`src/rtl/slave_bus_reader_if.sv`:
```
// Slave output bus seen from slave_bus_reader: arbitration and buffer read
// lines toward the sources, byte stream toward the host-side transmitter.
`timescale 1ns/1ps
interface slave_bus_reader_if #(
  parameter int unsigned NUM_SLAVES = 2,
  parameter int unsigned ADDR_W     = 9
);
  logic [NUM_SLAVES-1:0] sl_arb_request;
  logic [NUM_SLAVES-1:0] sl_arb_grant;
  logic [ADDR_W-1:0]     sl_addr;
  logic [ADDR_W-1:0]     sl_tail;
  logic [8:0]            sl_data;
  logic                  sl_latch_tail;
  logic [7:0]            out_data;
  logic                  out_flag;
  logic                  out_last;
  logic                  out_valid;
  logic                  out_ready;

  modport master (
    input  sl_arb_request, sl_tail, sl_data, out_ready,
    output sl_arb_grant, sl_addr, sl_latch_tail,
           out_data, out_flag, out_last, out_valid
  );

  modport slave (
    output sl_arb_request, sl_tail, sl_data, out_ready,
    input  sl_arb_grant, sl_addr, sl_latch_tail,
           out_data, out_flag, out_last, out_valid
  );
endinterface

```
`src/rtl/slave_bus_reader.sv`:
```
// Round-robin reader of the ICE slave output bus: grants one source, streams its
// frame out over valid/ready, then commits it. SLAVE_BUS_READER_STATS_EN adds counters.
`timescale 1ns/1ps
module slave_bus_reader #(
  parameter int unsigned NUM_SLAVES = 2,
  parameter int unsigned ADDR_W     = 9
) (
  input  logic               clk,
  input  logic               reset,
  slave_bus_reader_if.master bus,
  output logic               busy
`ifdef SLAVE_BUS_READER_STATS_EN
  ,
  output logic [15:0]        frames_drained,
  output logic [15:0]        bytes_drained
`endif
);

  localparam int unsigned IDX_W = (NUM_SLAVES > 1) ? $clog2(NUM_SLAVES) : 1;

  localparam logic [2:0] S_IDLE    = 3'd0;
  localparam logic [2:0] S_CAPTURE = 3'd1;
  localparam logic [2:0] S_ADDR    = 3'd2;
  localparam logic [2:0] S_DATA    = 3'd3;
  localparam logic [2:0] S_WAIT    = 3'd4;
  localparam logic [2:0] S_COMMIT  = 3'd5;
  localparam logic [2:0] S_RELEASE = 3'd6;

  logic [2:0]            state_q, state_d;
  logic [NUM_SLAVES-1:0] grant_q, grant_d;
  logic [IDX_W-1:0]      g_q, g_d;
  logic [IDX_W-1:0]      rr_q, rr_d;
  logic [ADDR_W-1:0]     tail_q, tail_d;
  logic [ADDR_W-1:0]     addr_q, addr_d;
  logic [ADDR_W-1:0]     head_q [NUM_SLAVES];
  logic [ADDR_W-1:0]     head_d [NUM_SLAVES];
  logic [7:0]            out_data_q, out_data_d;
  logic                  out_flag_q, out_flag_d;
  logic                  out_last_q, out_last_d;
  logic                  out_valid_q, out_valid_d;

  logic [ADDR_W-1:0]     head_cur;
  logic [ADDR_W-1:0]     head_inc;
  logic                  accept;
  logic                  pick_vld;
  logic [IDX_W-1:0]      pick_idx;
  logic [IDX_W-1:0]      cand;

  assign head_cur = head_q[g_q];
  assign head_inc = head_cur + ADDR_W'(1);
  assign accept   = (state_q == S_WAIT) && bus.out_ready;

  // First requester at or after rr_q, scanning with wrap-around.
  always_comb begin
    pick_vld = 1'b0;
    pick_idx = '0;
    cand     = '0;
    for (int unsigned i = 0; i < NUM_SLAVES; i++) begin
      cand = IDX_W'((32'(rr_q) + i) % NUM_SLAVES);
      if (!pick_vld && bus.sl_arb_request[cand]) begin
        pick_vld = 1'b1;
        pick_idx = cand;
      end
    end
  end

  always_comb begin
    state_d     = state_q;
    grant_d     = grant_q;
    g_d         = g_q;
    rr_d        = rr_q;
    tail_d      = tail_q;
    addr_d      = addr_q;
    head_d      = head_q;
    out_data_d  = out_data_q;
    out_flag_d  = out_flag_q;
    out_last_d  = out_last_q;
    out_valid_d = out_valid_q;
    case (state_q)
      S_IDLE: begin
        if (pick_vld) begin
          grant_d           = '0;
          grant_d[pick_idx] = 1'b1;
          g_d               = pick_idx;
          state_d           = S_CAPTURE;
        end
      end
      S_CAPTURE: begin
        tail_d = bus.sl_tail;
        if (bus.sl_tail == head_cur) begin
          state_d = S_COMMIT;
        end else begin
          addr_d  = head_cur;
          state_d = S_ADDR;
        end
      end
      S_ADDR: state_d = S_DATA;
      S_DATA: begin
        out_data_d  = bus.sl_data[7:0];
        out_flag_d  = bus.sl_data[8];
        out_last_d  = (head_inc == tail_q);
        out_valid_d = 1'b1;
        state_d     = S_WAIT;
      end
      S_WAIT: begin
        if (bus.out_ready) begin
          out_valid_d  = 1'b0;
          head_d[g_q]  = head_inc;
          if (out_last_q) begin
            state_d = S_COMMIT;
          end else begin
            // sl_addr is loaded on entry to ADDR so it already shows head during ADDR
            addr_d  = head_inc;
            state_d = S_ADDR;
          end
        end
      end
      S_COMMIT: begin
        head_d[g_q] = tail_q;
        state_d     = S_RELEASE;
      end
      S_RELEASE: begin
        grant_d = '0;
        rr_d    = (g_q == IDX_W'(NUM_SLAVES - 1)) ? '0 : g_q + IDX_W'(1);
        state_d = S_IDLE;
      end
      default: state_d = S_IDLE;
    endcase
  end

  always_ff @(posedge clk) begin
    if (reset) begin
      state_q     <= S_IDLE;
      grant_q     <= '0;
      g_q         <= '0;
      rr_q        <= '0;
      tail_q      <= '0;
      addr_q      <= '0;
      out_data_q  <= '0;
      out_flag_q  <= 1'b0;
      out_last_q  <= 1'b0;
      out_valid_q <= 1'b0;
      for (int unsigned i = 0; i < NUM_SLAVES; i++) begin
        head_q[i] <= '0;
      end
    end else begin
      state_q     <= state_d;
      grant_q     <= grant_d;
      g_q         <= g_d;
      rr_q        <= rr_d;
      tail_q      <= tail_d;
      addr_q      <= addr_d;
      out_data_q  <= out_data_d;
      out_flag_q  <= out_flag_d;
      out_last_q  <= out_last_d;
      out_valid_q <= out_valid_d;
      head_q      <= head_d;
    end
  end

  assign bus.sl_arb_grant  = grant_q;
  assign bus.sl_addr       = addr_q;
  assign bus.sl_latch_tail = (state_q == S_COMMIT);
  assign bus.out_data      = out_data_q;
  assign bus.out_flag      = out_flag_q;
  assign bus.out_last      = out_last_q;
  assign bus.out_valid     = out_valid_q;
  assign busy              = (state_q != S_IDLE);

`ifdef SLAVE_BUS_READER_STATS_EN
  logic [15:0] frames_q;
  logic [15:0] bytes_q;

  always_ff @(posedge clk) begin
    if (reset) begin
      frames_q <= '0;
      bytes_q  <= '0;
    end else begin
      if (state_q == S_COMMIT) frames_q <= frames_q + 16'd1;
      if (accept)              bytes_q  <= bytes_q + 16'd1;
    end
  end

  assign frames_drained = frames_q;
  assign bytes_drained  = bytes_q;
`endif

endmodule
```
`src/flat_wrapper.sv`:
```
// flat-port wrapper written by rule: the top's interface ports become plain ports
module slave_bus_reader_flat 
#(
  parameter int unsigned NUM_SLAVES = 2,
  parameter int unsigned ADDR_W     = 9
)
  (clk, reset, busy, bus_sl_arb_request, bus_sl_tail, bus_sl_data, bus_out_ready, bus_sl_arb_grant, bus_sl_addr, bus_sl_latch_tail, bus_out_data, bus_out_flag, bus_out_last, bus_out_valid);
  slave_bus_reader_if #(.NUM_SLAVES(NUM_SLAVES), .ADDR_W(ADDR_W)) bus_i ();
  input  logic clk;
  input  logic reset;
  output logic busy;
  input wire logic [$bits(bus_i.sl_arb_request)-1:0] bus_sl_arb_request;
  input wire logic [$bits(bus_i.sl_tail)-1:0] bus_sl_tail;
  input wire logic [$bits(bus_i.sl_data)-1:0] bus_sl_data;
  input wire logic [$bits(bus_i.out_ready)-1:0] bus_out_ready;
  output wire logic [$bits(bus_i.sl_arb_grant)-1:0] bus_sl_arb_grant;
  output wire logic [$bits(bus_i.sl_addr)-1:0] bus_sl_addr;
  output wire logic [$bits(bus_i.sl_latch_tail)-1:0] bus_sl_latch_tail;
  output wire logic [$bits(bus_i.out_data)-1:0] bus_out_data;
  output wire logic [$bits(bus_i.out_flag)-1:0] bus_out_flag;
  output wire logic [$bits(bus_i.out_last)-1:0] bus_out_last;
  output wire logic [$bits(bus_i.out_valid)-1:0] bus_out_valid;
  assign bus_i.sl_arb_request = bus_sl_arb_request;
  assign bus_i.sl_tail = bus_sl_tail;
  assign bus_i.sl_data = bus_sl_data;
  assign bus_i.out_ready = bus_out_ready;
  assign bus_sl_arb_grant = bus_i.sl_arb_grant;
  assign bus_sl_addr = bus_i.sl_addr;
  assign bus_sl_latch_tail = bus_i.sl_latch_tail;
  assign bus_out_data = bus_i.out_data;
  assign bus_out_flag = bus_i.out_flag;
  assign bus_out_last = bus_i.out_last;
  assign bus_out_valid = bus_i.out_valid;
  slave_bus_reader #(.NUM_SLAVES(NUM_SLAVES), .ADDR_W(ADDR_W)) u_core (.clk(clk), .reset(reset), .bus(bus_i), .busy(busy));
endmodule
```
`config.mk`:
```
export PLATFORM = sky130hd
export DESIGN_NAME = slave_bus_reader_flat
export DESIGN_NICKNAME = d
export VERILOG_FILES = /design/src/rtl/slave_bus_reader_if.sv /design/src/rtl/slave_bus_reader.sv /design/src/flat_wrapper.sv
export SDC_FILE = /design/constraint.sdc
export NUM_CORES = 1
export LEC_CHECK = 0
export CORE_AREA = 2 2 93 95
export DETAILED_ROUTE_END_ITERATION = 6
export DIE_AREA = 0 0 95 97
export DONT_BUFFER_PORTS = 1
export SETUP_SLACK_MARGIN = 0.3
export SLEW_MARGIN = 20
export SYNTH_ARGS = -nofsm -noshare
export SYNTH_HDL_FRONTEND = slang
export SYNTH_SLANG_ARGS = --single-unit
export TNS_END_PERCENT = 1
```
`constraint.sdc`:
```
create_clock -name clk -period 3.11 [get_ports clk]
set_clock_uncertainty 0.15 [all_clocks]
set_input_delay 0.311 -clock clk [delete_from_list [all_inputs] [get_ports clk]]
set_output_delay 0.311 -clock clk [all_outputs]
set_load 0.02 [all_outputs]
```
# Word-level counts from Yosys, hierarchy flattened
# Index checks and enable logic that the tools add are counted.
# classes
n_addsub,3
order_cmp,6
n_eq_ne,12
mux,33
n_bitwise,1
reduce_logical,16
# op_table
operator,count
9-bit two-way mux,7
18-bit bitwise mux,2
18-bit case mux with 2 select lines,1
9-bit == test,2
18-bit two-way mux,1
3-bit case mux with 6 select lines,1
9-bit case mux with 2 select lines,1
3-bit two-way mux,4
1-bit two-way mux,11
2-bit AND reduction,5
"9-bit by 1-bit adder with 9-bit output, second input constant",1
9-bit demux with 1-bit select,1
"3-bit == test, second input constant",3
2-bit nonzero test,4
"3-bit by 2-bit == test with 1-bit output, second input constant",2
"1-bit by 2-bit < comparator with 1-bit output, second input constant",3
"2-bit != test, second input constant",3
2-bit case mux with 2 select lines,1
4-bit AND reduction,1
"3-bit by 1-bit == test with 1-bit output, second input constant",1
1-bit logical AND,3
3-bit zero test,1
3-bit nonzero test,1
"1-bit adder, second input constant",2
other kinds (9),9
# word_totals
register_bits,54
out_inout_bits,24
wordCells,83

# Depth between registers and ports, before layout
# Gate-level depths: netlist of run 1.
# depth
ltp_word,12
mapped_depth,11
ltp_nobuf,9

# Least setup slack after synthesis of run 1
# OpenSTA, ideal clock, no wires.
# synth_timing
path_kind,flip-flop to flip-flop
startpoint,register u_core.g_q
endpoint,register u_core.out_last_q (netlist: u_core.bus.out_last)
setup_ns,0.096
arrival_ns,2.737
setup_slack_ns,0.128
stages_incl_launch_ff,11
n_path_buf,2
cell_sequence,dfxtp_1 -> buf_6 -> buf_2 -> mux2i_1 -> inv_1 -> ha_1 -> xor2_2 -> xnor2_1 -> or4_1 -> or4_1 -> o41ai_2
# synth_via
elab_chain_len,6
# synth_lines
element,line,source
"start, declared",slave_bus_reader.sv:31,"logic [IDX_W-1:0] g_q, g_d;"
"start signal, assigned",slave_bus_reader.sv:149,g_q <= g_d;
1-bit inverter with 2-bit output (not written as such),slave_bus_reader.sv:49,assign head_cur = head_q[g_q];
9-bit two-way mux (not written as such) (3 in series),slave_bus_reader.sv:49,
9-bit by 1-bit adder with 9-bit output,slave_bus_reader.sv:50,assign head_inc = head_cur + ADDR_W'(1);
9-bit == test,slave_bus_reader.sv:101,out_last_d = (head_inc == tail_q);
"end signal, assigned",slave_bus_reader.sv:155,out_last_q <= out_last_d;
"end, declared",slave_bus_reader.sv:39,"logic out_last_q, out_last_d;"
# No other way between the ends. The select of a mux whose other input is x is not followed.
# A chain may end at the register's enable or synchronous reset.

# Final worst setup path of run 1
# Same ends and word-level chain as after synthesis.

==> impl_metrics.toml, run 1 <==
[status]
run_status = "finished clean"

[final_layout]
fill_cells = 838
antenna_cells = 0
drive_gt1_share_pct = 8.52
fin_util_pct = 40.5
final_cell_count_no_fill = 469
nets = 387
stdcell_area_sq_mm = 0.00329
seqCellArea_sq_mm = 0.00108
area_growth_pct = 17.2
multi_input_area_sq_mm = 0.00161

[yosys]
syn_area_per_cell_sq_um = 8.09
synthTopCellsByCount = "nand2_1, dfxtp_1, a21oi_1"
synth_area_sq_mm = 0.00281
synth.top_cell.area_share_pct = 38.5
muxShareOfSynthArea_pct = 5.79
synth_area_leaders = "dfxtp_1, nand2_1, a21oi_1, xnor2_1, mux2i_1"
synth_top_family_by_area = "compound AO/OA/AOI/OAI gates"
synth_seq_cells = 54
synth_simple_gate_area_share_pct = 19.7
synth_edf_count = 0
synth_warnings = 0
ys_seq_area_share_pct = 38.5
synth_ff_type = "dfxtp_1"
syn-num-nets = 371
synthArstFlopShare_pct = 0
synthXorXnorAreaFrac_pct = 9.94
yosys.area.top_type = "dfxtp_1"
synth_cells = 347
synthAdderAreaFrac_pct = 0.446
synth_cell_types = 44
synth_compound_area_share_pct = 20.0
yosysMostFrequentCell = "nand2_1"

[min_path]
hold_path_class = "in2reg"
min_path_cells = 3
min_from = "bus_sl_arb_request[1]"
hold_end = "u_core.bus.sl_arb_grant[0]"

[floorplan]
num_rows = 33
num_io_pins = 47
dieHeight_um = 97
die_area_sq_mm = 0.00922
die_width_um = 95
initial_core_util_pct = 34.5
coreArea_sq_mm = 0.00813

[clock_network]
clk_latency_ns = 0.33
clockBufferDepth = 2
path_clk_slew_ns = 0.11
h-tree-depth = 2
cts-root-buf = "clkbuf_8"
cts_made_buffers = 5
cts_tree = "done"
clock_sinks = 54

[grt]
met2_usage_pct = 26.7
grt.busiest_layer = "met2"
grt_util_met3_pct = 3.89
antenna_found_initial = 0
grt_pass1_wl_um = 11900
grt_pass1_vias = 2396
use_met1_pct = 21.5
grt_overflow = 0
grt_max_degree = 50
grtUsageTotal_pct = 16.5

[power]
cellPowerDensity_mw_per_mm2 = 438
leakage_nw = 1.09
peakVddDrop_v = 0.000205

[timing]
setup_viol = 0
timing.final.hold_violations = 0
max_slew_margin_pct = 39.9
fmax_mhz = 371
rsz0062_at_grt = "false"
slew_viol_final = 0
tns_ns = 0
worstMarginPinSlew_ns = 0.890
min_period_over_period_pct = 86.8
min_period_ns = 2.70

[detailed_routing]
drt-pass1-iter-count = 5
via_count = 2438
ant_nets = 0
avgRoutedWirePerCell_um = 15.9
avgViaCountPerCell = 5.20
wirelength_um = 7450
drt-initial-drc-count = 105
post-route-drc-count = 0

[setup_path]
ff2ff_setup_slack_ns = 0.41
critical_path.endpoint_type = "flop"
reg2reg_to = "u_core.bus.out_last"
crit_required_ns = 3.20
cp.arrival_ns = 2.79
r2r_cells = 8
path_max_fanout = 4
cp-start-kind = "flop"
r2r-start = "u_core.g_q"
path_class = "reg2reg"

[place]
portBuffers = 0
dpl-instance-area_sq_mm = 0.00294
dpl.hpwl_um = 5310
gp_congestion = 0.811
placed_cells = 438

[run]
drv_cap = 0
## kinds of logic after synthesis
group / count (synthesis)
AND/OR/NAND/NOR: 123
AO/OA/AOI/OAI: 84
flip-flops: 54
buffers and inverters: 39
XOR/XNOR: 31
multiplexers: 15
adder cells (fa/ha/maj): 1
## power by group
part	internal [mW]	total [mW]	switching, mW
sequential	0.724	0.774	0.0503
clock	0.169	0.435	0.266
combinational	0.0998	0.231	0.131
total	0.993	1.44	0.448
## placed cells by master, fill, tap and decap left out, drive strengths merged, types with 2 or more instances in the layout
master / count
nand2: 57
dfxtp: 54
a21oi: 34
nor2: 31
dlygate4sd3: 20
xnor2: 18
inv: 17
mux2i: 15
xor2: 13
buf: 13
a211oi: 12
o41ai: 10
o21ai: 8
nand3: 6
o211ai: 6
clkbuf: 5
nor3: 4
nand3b: 4
nor2b: 3
nand4: 3
nand4b: 3
nand2b: 3
a222oi: 2
a22oi: 2
or4: 2
a311oi: 2
and3: 2
o221ai: 2
## what timing repair did
action,4_1_cts,5_1_grt
hold buffers,21,0
buffers inserted,0,2
endpoints found under the setup margin,1,2
gates resized for setup,1,3
endpoints found under the hold margin,50,0
## flip-flops by register name (all words and copies together) (netlist names)
name	count
u_core.g_q	1
u_core.bus.out_valid	1
u_core.bus.sl_arb_grant	2
u_core.bus.sl_addr	9
u_core.state_q	3
u_core.tail_q	9
u_core.head_q	18
u_core.bus.out_last	1
u_core.bus.out_flag	1
u_core.rr_q	1
u_core.bus.out_data	8
## metal layers
metal	part of all wire, %	wire length [um]
met1	47	3460
met5	0	0
met4	2.0	147
met2	46	3440
met3	5.4	400
## worst max-delay path, cell delays in order, from the launching register on
cell	delay, ns
dfxtp_4	0.42
mux2i_4	0.25
inv_1	0.09
ha_4	0.28
xnor2_1	0.11
nand2_1	0.06
or4_1	0.45
or4_1	0.50
o41ai_2	0.30
## stage by stage
step / hold WS, ns / setup slack, ns / total power, mW
after floorplan: 0.280 / 0.315 / 0.951
after global placement: 0.234 / 0.359 / 0.979
after detailed placement: 0.235 / 0.279 / 0.984
after CTS: 0.0172 / 0.353 / 1.45
after global routing: 0.0465 / 0.302 / 1.51
final: 0.0241 / 0.412 / 1.44
## how the worst max path moves through the flow
stage / startpoint / end / slack (ns) / cells after the start
finish: u_core.g_q / u_core.bus.out_last / 0.41 / 8
global route: u_core.g_q / u_core.bus.out_last / 0.30 / 8
CTS: u_core.g_q / u_core.bus.out_last / 0.35 / 8
detailed placement: u_core.g_q / u_core.bus.out_last / 0.28 / 8
global placement: u_core.g_q / u_core.bus.out_last / 0.36 / 8
floorplan: u_core.g_q / u_core.bus.out_last / 0.32 / 10
## area by class of cell
| class | instances | share of cell area, % |
|---|---|---|
| Multi-Input combinational cell | 254 | 48.8 |
| Inverter | 15 | 1.71 |
| Tap cell | 105 | 3.99 |
| Clock buffer | 5 | 2.09 |
| Clock inverter | 3 | 0.875 |
| Sequential cell | 54 | 33.0 |
| Timing Repair Buffer | 33 | 9.54 |
Power figures use the tool's default switching activity.
==> run 2: changes to the inputs <==
--- a/config.mk
+++ b/config.mk
@@ -5,10 +5,11 @@
 export SDC_FILE = /design/constraint.sdc
 export NUM_CORES = 1
 export LEC_CHECK = 0
-export CORE_AREA = 2 2 93 95
+export CORE_AREA = 2 2 74 76
 export DETAILED_ROUTE_END_ITERATION = 6
-export DIE_AREA = 0 0 95 97
+export DIE_AREA = 0 0 76 78
 export DONT_BUFFER_PORTS = 1
+export PLACE_DENSITY = 0.73
 export SETUP_SLACK_MARGIN = 0.3
 export SLEW_MARGIN = 20
 export SYNTH_ARGS = -nofsm -noshare
==> run 2 against run 1 <==
  * Utilization grew 23 points
  * Sequential power is essentially flat
  * Setup slack gained 0.081 ns
  * Global-route usage grew 7.6 points
  * Via count grew 0.37%
  * First-iteration DRC count grew 77%
  * Total power shrank 2.8%
  * Critical path type unchanged
  * Highest routed layer unchanged
==> impl_metrics.toml, run 2 (synthesized netlist as in run 1, its figures left out) <==
[setup_path]
crit_required_ns = 3.19
slowest_stage = "or4_1"
critPathTopFamily = "simple AND/OR/NAND/NOR gates"
cp.arrival_ns = 2.69
critical_path.endpoint_type = "flop"
cpPeakStageDelay_ns = 0.50
path_class = "reg2reg"
cp-start-kind = "flop"
cp_common_cell = "or4_1"
path_max_fanout = 4
path_buf_inv = 1
crit_chain = "mux2i_4, inv_1, ha_4, xnor2_1, nand2_1, or4_1, or4_1, o41ai_2"

[detailed_routing]
ant_nets = 0
post-route-drc-count = 0
avgRoutedWirePerCell_um = 16.1
drt-initial-drc-count = 186
wirelength_um = 6950
avgViaCountPerCell = 5.68
drt-pass1-iter-count = 4
via_count = 2447

[timing]
tns_ns = 0
min_period_ns = 2.62
slew_viol_final = 0
rsz0062_at_grt = "false"
fmax_mhz = 382
setup_viol = 0
worstMarginPinSlew_ns = 0.816
min_period_over_period_pct = 84.2
timing.final.hold_violations = 0
max_slew_margin_pct = 44.9

[place]
dpl-instance-area_sq_mm = 0.00289
gp_congestion = 0.906
portBuffers = 0
dpl.hpwl_um = 4740

[power]
cellPowerDensity_mw_per_mm2 = 437
leakage_nw = 1.07
peakVddDrop_v = 0.000246

[grt]
grt_overflow = 0
grt_pass1_wl_um = 11500
grt_max_degree = 50
grtUsageTotal_pct = 24.2
grt_pass1_vias = 2345
antenna_found_initial = 0

[final_layout]
largest_reg_flops = 18
mostFrequentLayoutCells = "nand2_1, dfxtp_1, a21oi_1"
stdcell_area_sq_mm = 0.00321
antenna_cells = 0
top_register = "u_core.head_q"
fill_cells = 437
drive_gt1_share_pct = 8.03
fin_util_pct = 63.6
nets = 384
mostFrequentLayoutCell = "nand2_1"
area_growth_pct = 14.2

[floorplan]
dieHeight_um = 78
die_width_um = 76
die_area_sq_mm = 0.00593
num_rows = 26
coreArea_sq_mm = 0.00504
initial_core_util_pct = 55.7
num_io_pins = 47

[clock_network]
clockBufferDepth = 2
clock_sinks = 54
cts_made_buffers = 5
clk_latency_ns = 0.32
path_clk_slew_ns = 0.10
cts-root-buf = "clkbuf_8"
cts_tree = "done"
h-tree-depth = 2

[run]
drv_cap = 0

[status]
run_status = "finished clean"

[min_path]
hold_path_class = "in2reg"
==> run 2: cell types whose count changed in the layout (fill, tap and decap cells not counted) <==
cell | before | now
buf_4 | 11 | 9
mux2i_4 | 3 | 2
clkinvlp_4 | 0 | 1
inv_8 | 1 | 0
clkinv_2 | 0 | 1
inv_6 | 1 | 0
mux2i_2 | 0 | 1
dlygate4sd3_1 | 20 | 19
==> run 2: final timing paths <==
| kind | cells after the start | startpoint | to | slack (ns) |
|---|---|---|---|---|
| hold / removal | 2 | bus_sl_arb_request[1] | u_core.bus.sl_arb_grant[1] | 0.03 |
| setup / recovery | 8 | u_core.g_q | u_core.bus.out_last | 0.49 |
| setup reg to reg | 8 | u_core.g_q | u_core.bus.out_last | 0.49 |
| hold reg to reg | 2 | u_core.tail_q[4] | u_core.tail_q[4] | 0.34 |
==> run 2: worst reg2reg max path, cell delays in order (launching register included) <==
cell,delay [ns]
dfxtp_4,0.40
mux2i_4,0.25
inv_1,0.09
ha_4,0.28
xnor2_1,0.11
nand2_1,0.07
or4_1,0.46
or4_1,0.50
o41ai_2,0.21
==> run 2: routing by layer <==
layer	wire length [um]	vias to the layer above	part of all wire (%)	track usage, %
met5	0	-	0	0
met4	75	0	1.1	6.73
met3	469	10	6.8	6.51
met2	3180	76	46	38.8
met1	3220	1129	46	32.3
li1	-	1232	-	-
==> run 2: area by class of cell <==
cell class              instances  area (sq um)  area share (%)
multi-input cells             254          1600            49.8
flip-flops and latches         54          1080            33.8
repair buffers                 30           289            9.02
well taps                      70          87.6            2.73
clock buffers                   5          68.8            2.15
inverters                      15          56.3            1.76
clock inverters                 3          21.3           0.664
==> run 2: power breakdown <==
group | switching (mW) | leakage [nW] | internal, mW
clock network | 0.240 | 0.0441 | 0.159
registers | 0.0520 | 0.438 | 0.724
logic | 0.130 | 0.587 | 0.0951
total | 0.422 | 1.07 | 0.977
==> run 2: through the flow <==
step | hold WS (ns) | worst slack [ns] | cells | total power [mW]
floorplan | 0.280 | 0.315 | 347 | 0.951
global placement | 0.238 | 0.326 | 402 | 0.976
detailed placement | 0.240 | 0.263 | 402 | 0.980
CTS | 0.0236 | 0.347 | 430 | 1.40
global route | 0.0275 | 0.373 | 431 | 1.46
finish | 0.0286 | 0.493 | 431 | 1.40
==> run 2: what timing repair did <==
action / in CTS / in global routing
buffers inserted: 0 / 1
hold endpoints to repair: 49 / 0
resized for setup: 2 / 1
endpoints found under the setup margin: 1 / 1
pin swaps: 0 / 1
gates cloned: 0 / 0
hold buffers: 20 / 0
==> run 3: changes to the inputs <==
==> constraint.sdc (replaced) <==
create_clock -name clk -period 2.2 [get_ports clk]
set_clock_uncertainty 0.15 [all_clocks]
set_input_delay 0.22 -clock clk [delete_from_list [all_inputs] [get_ports clk]]
set_output_delay 0.22 -clock clk [all_outputs]
set_load 0.02 [all_outputs]
==> run 3 against run 2 <==
  * The flow now finishes with violations (setup timing)
  * Maximum frequency increased by 3.1%
  * Critical path depth stayed put
  * Sequential share of layout area down 4.4 points
  * Design area up 15%
  * First-iteration DRC count grew 34%
  * Die area did not move
  * Sequential power is 39% higher
  * Register-to-register slack worse by 0.83 ns
  * Count of clock-buffer cells in the layout is the same
==> impl_metrics.toml, run 3 (synthesized netlist as in run 1, its figures left out) <==
[setup_path]
crit_chain = "mux2i_4, inv_2, ha_4, xnor2_2, nand2_1, or4_4, or4_4, o41ai_2"
cp.arrival_ns = 2.61
critical_path.endpoint_type = "flop"
r2r_cells = 8
worstSetupStartpoint = "u_core.g_q"
path_class = "reg2reg"
crit_required_ns = 2.27
r2r-start = "u_core.g_q"
ff2ff_setup_slack_ns = -0.34
cp_common_cell = "or4_4"
cp-start-kind = "flop"
path_max_fanout = 4
cpPeakStageDelay_ns = 0.48
endpoint = "u_core.bus.out_last"
reg2reg_to = "u_core.bus.out_last"
slowest_stage = "or4_4"

[timing]
rsz0062_at_grt = "true"
worst_slack_ns = -0.339
fmax_mhz = 394
setup_viol = 14
worstMarginPinSlew_ns = 0.412
min_period_over_period_pct = 115
max_slew_margin_pct = 72.6
slew_viol_final = 0
timing.final.hold_violations = 0
min_period_ns = 2.54

[status]
run_status = "finished, violations left"
violations = "setup timing"

[detailed_routing]
post-route-drc-count = 0
via_count = 2739
avgRoutedWirePerCell_um = 16.4
ant_nets = 0
drt-pass1-iter-count = 5
wirelength_um = 7780
avgViaCountPerCell = 5.78
drt-initial-drc-count = 249

[power]
p_sw_share_pct = 30.4
cellPowerDensity_mw_per_mm2 = 563
seqPwrFrac_pct = 52.2
peakVddDrop_v = 0.000415
pwr-share-clk_pct = 27.2
combPwrFrac_pct = 20.5
leakage_nw = 1.30
p_int_mw = 1.44
switchingPower_uw = 631

[final_layout]
drive_gt1_share_pct = 22.8
antenna_cells = 0
mostFrequentLayoutCell = "nand2_1"
final_cell_count_no_fill = 474
largest_reg_flops = 18
nets = 427
fill_cells = 357
top_register = "u_core.head_q"
mostFrequentLayoutCells = "nand2_1, dfxtp_1, buf_4"
area_growth_pct = 31.1
multi_input_area_sq_mm = 0.00172
seqCellArea_sq_mm = 0.00108

[floorplan]
num_rows = 26
die_width_um = 76
num_io_pins = 47
die_area_sq_mm = 0.00593
coreArea_sq_mm = 0.00504
dieHeight_um = 78
initial_core_util_pct = 55.7

[grt]
grt_overflow = 0
grt_pass1_wl_um = 12900
use_met1_pct = 34.6
grt_pass1_vias = 2655
grtUsageTotal_pct = 27.2
met2_usage_pct = 45.3
antenna_found_initial = 0
grt_util_met3_pct = 5.93
grt.busiest_layer = "met2"
grt_max_degree = 51

[clock_network]
clk_latency_ns = 0.31
clockBufferDepth = 2
cts-root-buf = "clkbuf_8"
cts_tree = "done"
cts_made_buffers = 5
h-tree-depth = 2
path_clk_slew_ns = 0.10
clock_sinks = 54

[place]
pre_cts_ws_ns = -0.367
portBuffers = 0
placed_cells = 439
gp_congestion = 0.904
dpl.hpwl_um = 5250

[min_path]
hold_path_class = "in2reg"

[run]
drv_cap = 0
==> run 3: cell types whose count changed in the layout (fill, tap and decap cells not counted), sizes merged <==
cell         delta
buf            +40
dlygate4sd3     +3
==> run 3: routing by layer <==
layer	part of all wire, %	wire, um
met4	3.1	244
met3	8.1	627
met5	0	0
met2	47	3640
met1	42	3270
==> run 3: critical path: cells and delay by family (launching register included) <==
family	cells	cell delay (ns)
mux	1	0.26
xor+xnor	1	0.11
buf+inv	1	0.06
simple gates	3	0.99
flops	1	0.41
compound gates	1	0.20
fa+ha+maj	1	0.28
==> run 3: per-stage QoR <==
step           hold WS (ns)  util, %  area, sq um  power, mW  TNS (ns)
3_5_place_dp          0.146     63.5         3200       1.44     -2.78
5_1_grt              0.0479     73.0         3680       2.16     -3.75
3_3_place_gp          0.145     63.5         3200       1.43     -2.06
2_1_floorplan         0.189        -         2860       1.35    -0.884
4_1_cts              0.0183     71.9         3620       2.06     -1.56
6_report             0.0513     73.0         3680       2.07     -1.13
==> run 3: what timing repair did <==
item,4_1_cts,5_1_grt
gates resized for setup,18,11
setup buffers,2,2
setup endpoints to repair,28,33
pin swaps,7,6
hold endpoints to repair,51,0
hold buffers,23,0
==> run 3: final cells by class <==
| class | count | share of cell area, % |
|---|---|---|
| timing repair buffer | 73 | 17.5 |
| inverter | 15 | 1.53 |
| clock inverter | 3 | 0.578 |
| multi-input combinational | 254 | 46.7 |
| clock buffer | 5 | 1.87 |
| sequential | 54 | 29.5 |
| tap | 70 | 2.38 |
==> run 3: worst min path at each step <==
stage | start | to | slack [ns] | cells past startpoint
2_1_floorplan | bus_out_ready | u_core.state_q[2] | 0.19 | 1
3_3_place_gp | reset | u_core.tail_q[1] | 0.15 | 1
3_5_place_dp | reset | u_core.tail_q[0] | 0.15 | 1
4_1_cts | bus_sl_arb_request[0] | u_core.g_q | 0.02 | 3
5_1_grt | reset | u_core.bus.out_last | 0.05 | 3
6_report | reset | u_core.bus.out_last | 0.05 | 3
==> run 3: power groups by stage <==
stage | logic (mW) | registers (mW) | clock network [mW]
floorplan | 0.254 | 1.09 | 0
finish | 0.426 | 1.08 | 0.565
global placement | 0.331 | 1.10 | 0
global route | 0.463 | 1.09 | 0.612
CTS | 0.402 | 1.08 | 0.570
detailed placement | 0.340 | 1.10 | 0
==> RTL change 1 (config.mk and constraints of run 1) <==
`NUM_SLAVES` is set to 2 in 3 places; all go to 4.
--- a/src/rtl/slave_bus_reader_if.sv
+++ b/src/rtl/slave_bus_reader_if.sv
@@ -3,5 +3,5 @@
 `timescale 1ns/1ps
 interface slave_bus_reader_if #(
-  parameter int unsigned NUM_SLAVES = 2,
+  parameter int unsigned NUM_SLAVES = 4,
   parameter int unsigned ADDR_W     = 9
 );
--- a/src/rtl/slave_bus_reader.sv
+++ b/src/rtl/slave_bus_reader.sv
@@ -3,5 +3,5 @@
 `timescale 1ns/1ps
 module slave_bus_reader #(
-  parameter int unsigned NUM_SLAVES = 2,
+  parameter int unsigned NUM_SLAVES = 4,
   parameter int unsigned ADDR_W     = 9
 ) (
--- a/src/flat_wrapper.sv
+++ b/src/flat_wrapper.sv
@@ -2,5 +2,5 @@
 module slave_bus_reader_flat 
 #(
-  parameter int unsigned NUM_SLAVES = 2,
+  parameter int unsigned NUM_SLAVES = 4,
   parameter int unsigned ADDR_W     = 9
 )
Interface: changed (resized bus_sl_arb_grant and bus_sl_arb_request); port bits go from 47 to 51. The function was not compared with the original's and may differ.
==> RTL change 1 against run 1 <==
  * Setup slack improved by 0.099 ns
  * Cell area increased by 35%
  * Sequential share of layout area increased by 1.2 points
  * Power increased by 59%
  * Area after synthesis increased by 39%
  * Routed wire length increased by 38%
  * Sequential cell count increased by 22
  * Largest power group unchanged
==> RTL change 1: results (changes against run 1) <==
placed_design:
  dp_hpwl_mm: 7.02  # +32%
  routabilityCongestion: 0.933  # +15%
  place_ws_ns: 0.383  # +0.104 ns
power:
  netSwitchingPower_uw: 598  # +34%
  power.leakage_uw: 0.00153  # +40%
  peakVddDrop_v: 0.000299  # +46%
setup_path:
  r2r_cells: 7  # -1
  reg2reg_slack_ns: 0.51  # +0.10 ns
  startpoint: "u_core.g_q[0]"
  critical_path.max_fanout: 7  # +3
  cp.arrival_ns: 2.76  # -0.03 ns
route:
  wire_per_inst_um: 16.9  # +6.6%
  drt_iter0_drc: 289  # +180%
  dr_total_vias: 3461  # +42%
  wl_met2_mm: 4.80  # +40%
  wl_met1_mm: 4.68  # +35%
  firstDrtPassIters: 5  # unchanged
  wl_met3_um: 671  # +68%
synth:
  ys.flop_type: "dfxtp_1"
  synth.area.top_cells: "dfxtp_1 39%, nand2_1 11%, a21oi_1 7.9%"
  ys_types: 50  # +14%
  yosysTopAreaCellShare: 0.389  # +0.00372
  synthArstFlopShare: 0  # unchanged
  synth_commonest_cells: "111 x nand2_1, 76 x dfxtp_1, 62 x a21oi_1"
  syn_nets: 511  # +38%
  seq_area_frac_synth: 0.389  # +0.00372
min_path:
  min_from: "reset"
  min_to: "u_core.bus.sl_arb_grant[2]"
  hold_depth: 2  # -1
layout:
  drive_gt1_frac: 0.102  # +0.0168
  antenna_cells: 0  # unchanged
  largest_register_ffs: 36  # +18
  fill_cells: 763  # -8.9%
  nNetsFinal: 526  # +36%
global_routing:
  antenna_found_initial: 0  # unchanged
  grt_use_met1: 0.317  # +0.102
  grtUsageTotal: 0.237  # +0.0711
  use_met3: 0.0693  # +0.0304
  grt_pass1_wl_mm: 17.0  # +42%
  grt_pass1_vias: 3441  # +44%
  grt_max_degree: 71  # +42%
  met2_usage: 0.368  # +0.101
cts:
  htreeDepth: 3  # +1
  clkLatencyLatePin_ns: 0.36  # +0.03 ns
  clk_pin_slew_ns: 0.08  # -0.03 ns
  cts_buffers: 9  # +4
timing:
  hold_slack_ns: 0.0518  # +0.0277 ns
  relSlewSlack: 0.412  # +0.0129
  min_period_ns: 2.60  # -0.0989 ns
run_status:
  status: "complete, no violations"
==> RTL change 1: stage by stage <==
step / area (µm²) / utilization / cells
after detailed placement: 3990 / 0.491 / 569
after floorplan: 3910 / - / 481
after CTS: 4440 / 0.546 / 603
after global routing: 4450 / 0.547 / 605
after global placement: 3990 / 0.491 / 569
final: 4450 / 0.547 / 605
==> RTL change 1: cells by family (layout without fill, tap and decap cells) <==
logic type                 count (synthesis)  in the layout  share of synthesized area
AOI/OAI and AO/OA                        114            114                      0.180
xor gates and xnor gates                  29             29                     0.0684
adders and majority gates                  5              5                     0.0160
buffers and inverters                     48             67                     0.0579
DFF                                       76             76                      0.389
muxes                                     12             12                     0.0614
and+or+nand+nor                          197            197                      0.228
==> RTL change 1: timing repair <==
action,in CTS,in global routing
gates resized for setup,0,3
endpoints found under the hold margin,70,0
hold buffers,19,0
buffers inserted,0,2
setup endpoints to repair,0,22
==> RTL change 1: power groups by stage <==
| stage | sequential (µW) | combinational [µW] | clock (µW) |
|---|---|---|---|
| 5_1_grt | 1110 | 310 | 982 |
| 3_3_place_gp | 1120 | 237 | 0 |
| 4_1_cts | 1100 | 277 | 939 |
| 6_report | 1100 | 279 | 916 |
| 2_1_floorplan | 1100 | 221 | 0 |
| 3_5_place_dp | 1120 | 240 | 0 |
==> RTL change 1: cell type report <==
type,count,area [µm²],share of cell area
Multi-Input combinational cell,357,2160,0.486
Clock inverter,4,97.6,0.0219
Tap cell,105,131,0.0295
Sequential cell,76,1520,0.342
Clock buffer,11,141,0.0318
Inverter,16,60.1,0.0135
Timing Repair Buffer,36,335,0.0753
==> RTL change 1: worst max-delay path: stages, from the launching register on <==
cell and delay (ns):
dfxtp_2 0.39, buf_4 0.18, mux4_2 0.60, ha_2 0.35, xor2_1 0.14, or4_1 0.39, nor3_1 0.20, a31o_1 0.16
==> RTL change 2 (settings of run 1) <==
Made on the original files. `out_data_q` no longer has a reset.
--- a/src/rtl/slave_bus_reader.sv
+++ b/src/rtl/slave_bus_reader.sv
@@ -137,5 +137,4 @@
       tail_q      <= '0;
       addr_q      <= '0;
-      out_data_q  <= '0;
       out_flag_q  <= 1'b0;
       out_last_q  <= 1'b0;
@@ -151,5 +150,4 @@
       tail_q      <= tail_d;
       addr_q      <= addr_d;
-      out_data_q  <= out_data_d;
       out_flag_q  <= out_flag_d;
       out_last_q  <= out_last_d;
@@ -157,4 +155,8 @@
       head_q      <= head_d;
     end
+  end
+
+  always_ff @(posedge clk) begin
+    out_data_q <= out_data_d;
   end
 
Check against the original RTL: differs if reset is asserted again (counterexample within 10 cycles, from zero or initial values and one cycle with reset high); with reset held inactive, the same outputs for 10 cycles.
==> RTL change 2 against run 1 <==
  * Area after synthesis is 1.2% higher
  * Setup slack gained 0.041 ns
  * Cell area shrank 1.4%
  * Routed wire length fell by 3.8%
  * Cell count down 7.2%
  * Sequential cell count is the same
  * Sequential share of layout area grew 2.9 points
  * Fmax up 1.6%
  * Highest routed layer unchanged
  * Non-clock buffer count decreased by 8
  * Power is 7.0% lower
==> RTL change 2: results (changes against run 1) <==
run_status:
  status: "complete, no violations"
placed_design:
  routabilityCongestion: 0.868  # +7.0%
  place_ws_ns: 0.162  # -0.117 ns
  dpl.cell_count: 408  # -6.8%
cts:
  hold_buffers: 19  # -9.5%
  clkLatencyLatePin_ns: 0.31  # -0.02 ns
global_routing:
  grt_pass1_vias: 2214  # -7.6%
  grt_use_met1: 0.220  # +0.00515
  use_met3: 0.0366  # -0.00234
  grtUsageTotal: 0.160  # -0.00504
  grt_pass1_wl_mm: 11.6  # -2.3%
layout:
  buffers: 25  # -24%
  nMultiInputCombCells: 233  # -8.3%
  clock_area_frac: 0.0262  # -0.00342
  multiInputGateArea_um2: 1580  # -1.8%
  nNetsFinal: 353  # -8.8%
  seq_share: 0.358  # +0.0288
  drive_gt1_frac: 0.0909  # +0.00574
  bufAreaShareNonClock: 0.0768  # -0.0187
power:
  powerDensity_nw_per_um2: 413  # -5.7%
  powerClk_uw: 382  # -12%
  p_seq_frac: 0.579  # +0.042
  p_int_uw: 969  # -2.4%
  power.leakage_uw: 0.00110  # +1.4%
  powerSeq_uw: 775  # about the same
  peakVddDrop_v: 0.000167  # -18%
setup_path:
  reg2reg_slack_ns: 0.45  # +0.04 ns
  cp.arrival_ns: 2.73  # -0.06 ns
  critical_path.max_fanout: 22  # +18
route:
  routed_wl_mm: 7.16  # -3.8%
  wl_met2_mm: 3.25  # -5.4%
  wl_met3_um: 499  # +25%
  drt_iter0_drc: 106  # +0.95%
  dr_total_vias: 2312  # -5.2%
  firstDrtPassIters: 4  # -1
synth:
  synth-edff-count: 8  # +8
  synth.area.top_cells: "dfxtp_1 32%, edfxtp_1 8.5%, xnor2_1 6.8%"
  ys_types: 48  # +9.1%
  synthCells: 315  # -9.2%
  seq_area_frac_synth: 0.409  # +0.0238
  syn_nets: 339  # -8.6%
timing:
  tightest_slew_ns: 0.678  # -0.212 ns
-- RTL change 2: kinds of logic (layout without fill, tap and decap cells) --
| group | Yosys count | in the layout | synth area share |
|---|---|---|---|
| muxes | 18 | 18 | 0.0885 |
| and+or+nand+nor | 114 | 114 | 0.195 |
| AOI/OAI and AO/OA | 69 | 69 | 0.159 |
| adders and majority gates | 1 | 1 | 0.00440 |
| DFF | 54 | 54 | 0.409 |
| xor gates and xnor gates | 31 | 31 | 0.100 |
| buffers and inverters | 28 | 43 | 0.0432 |
-- RTL change 2: worst paths after layout --
| path | startpoint | end | depth (start not counted) |
|---|---|---|---|
| max | u_core.g_q | u_core.bus.sl_addr[2] | 7 |
| min | reset | u_core.bus.sl_addr[0] | 2 |
| max reg2reg | u_core.g_q | u_core.bus.sl_addr[2] | 7 |
| min reg2reg | u_core.tail_q[3] | u_core.tail_q[3] | 2 |
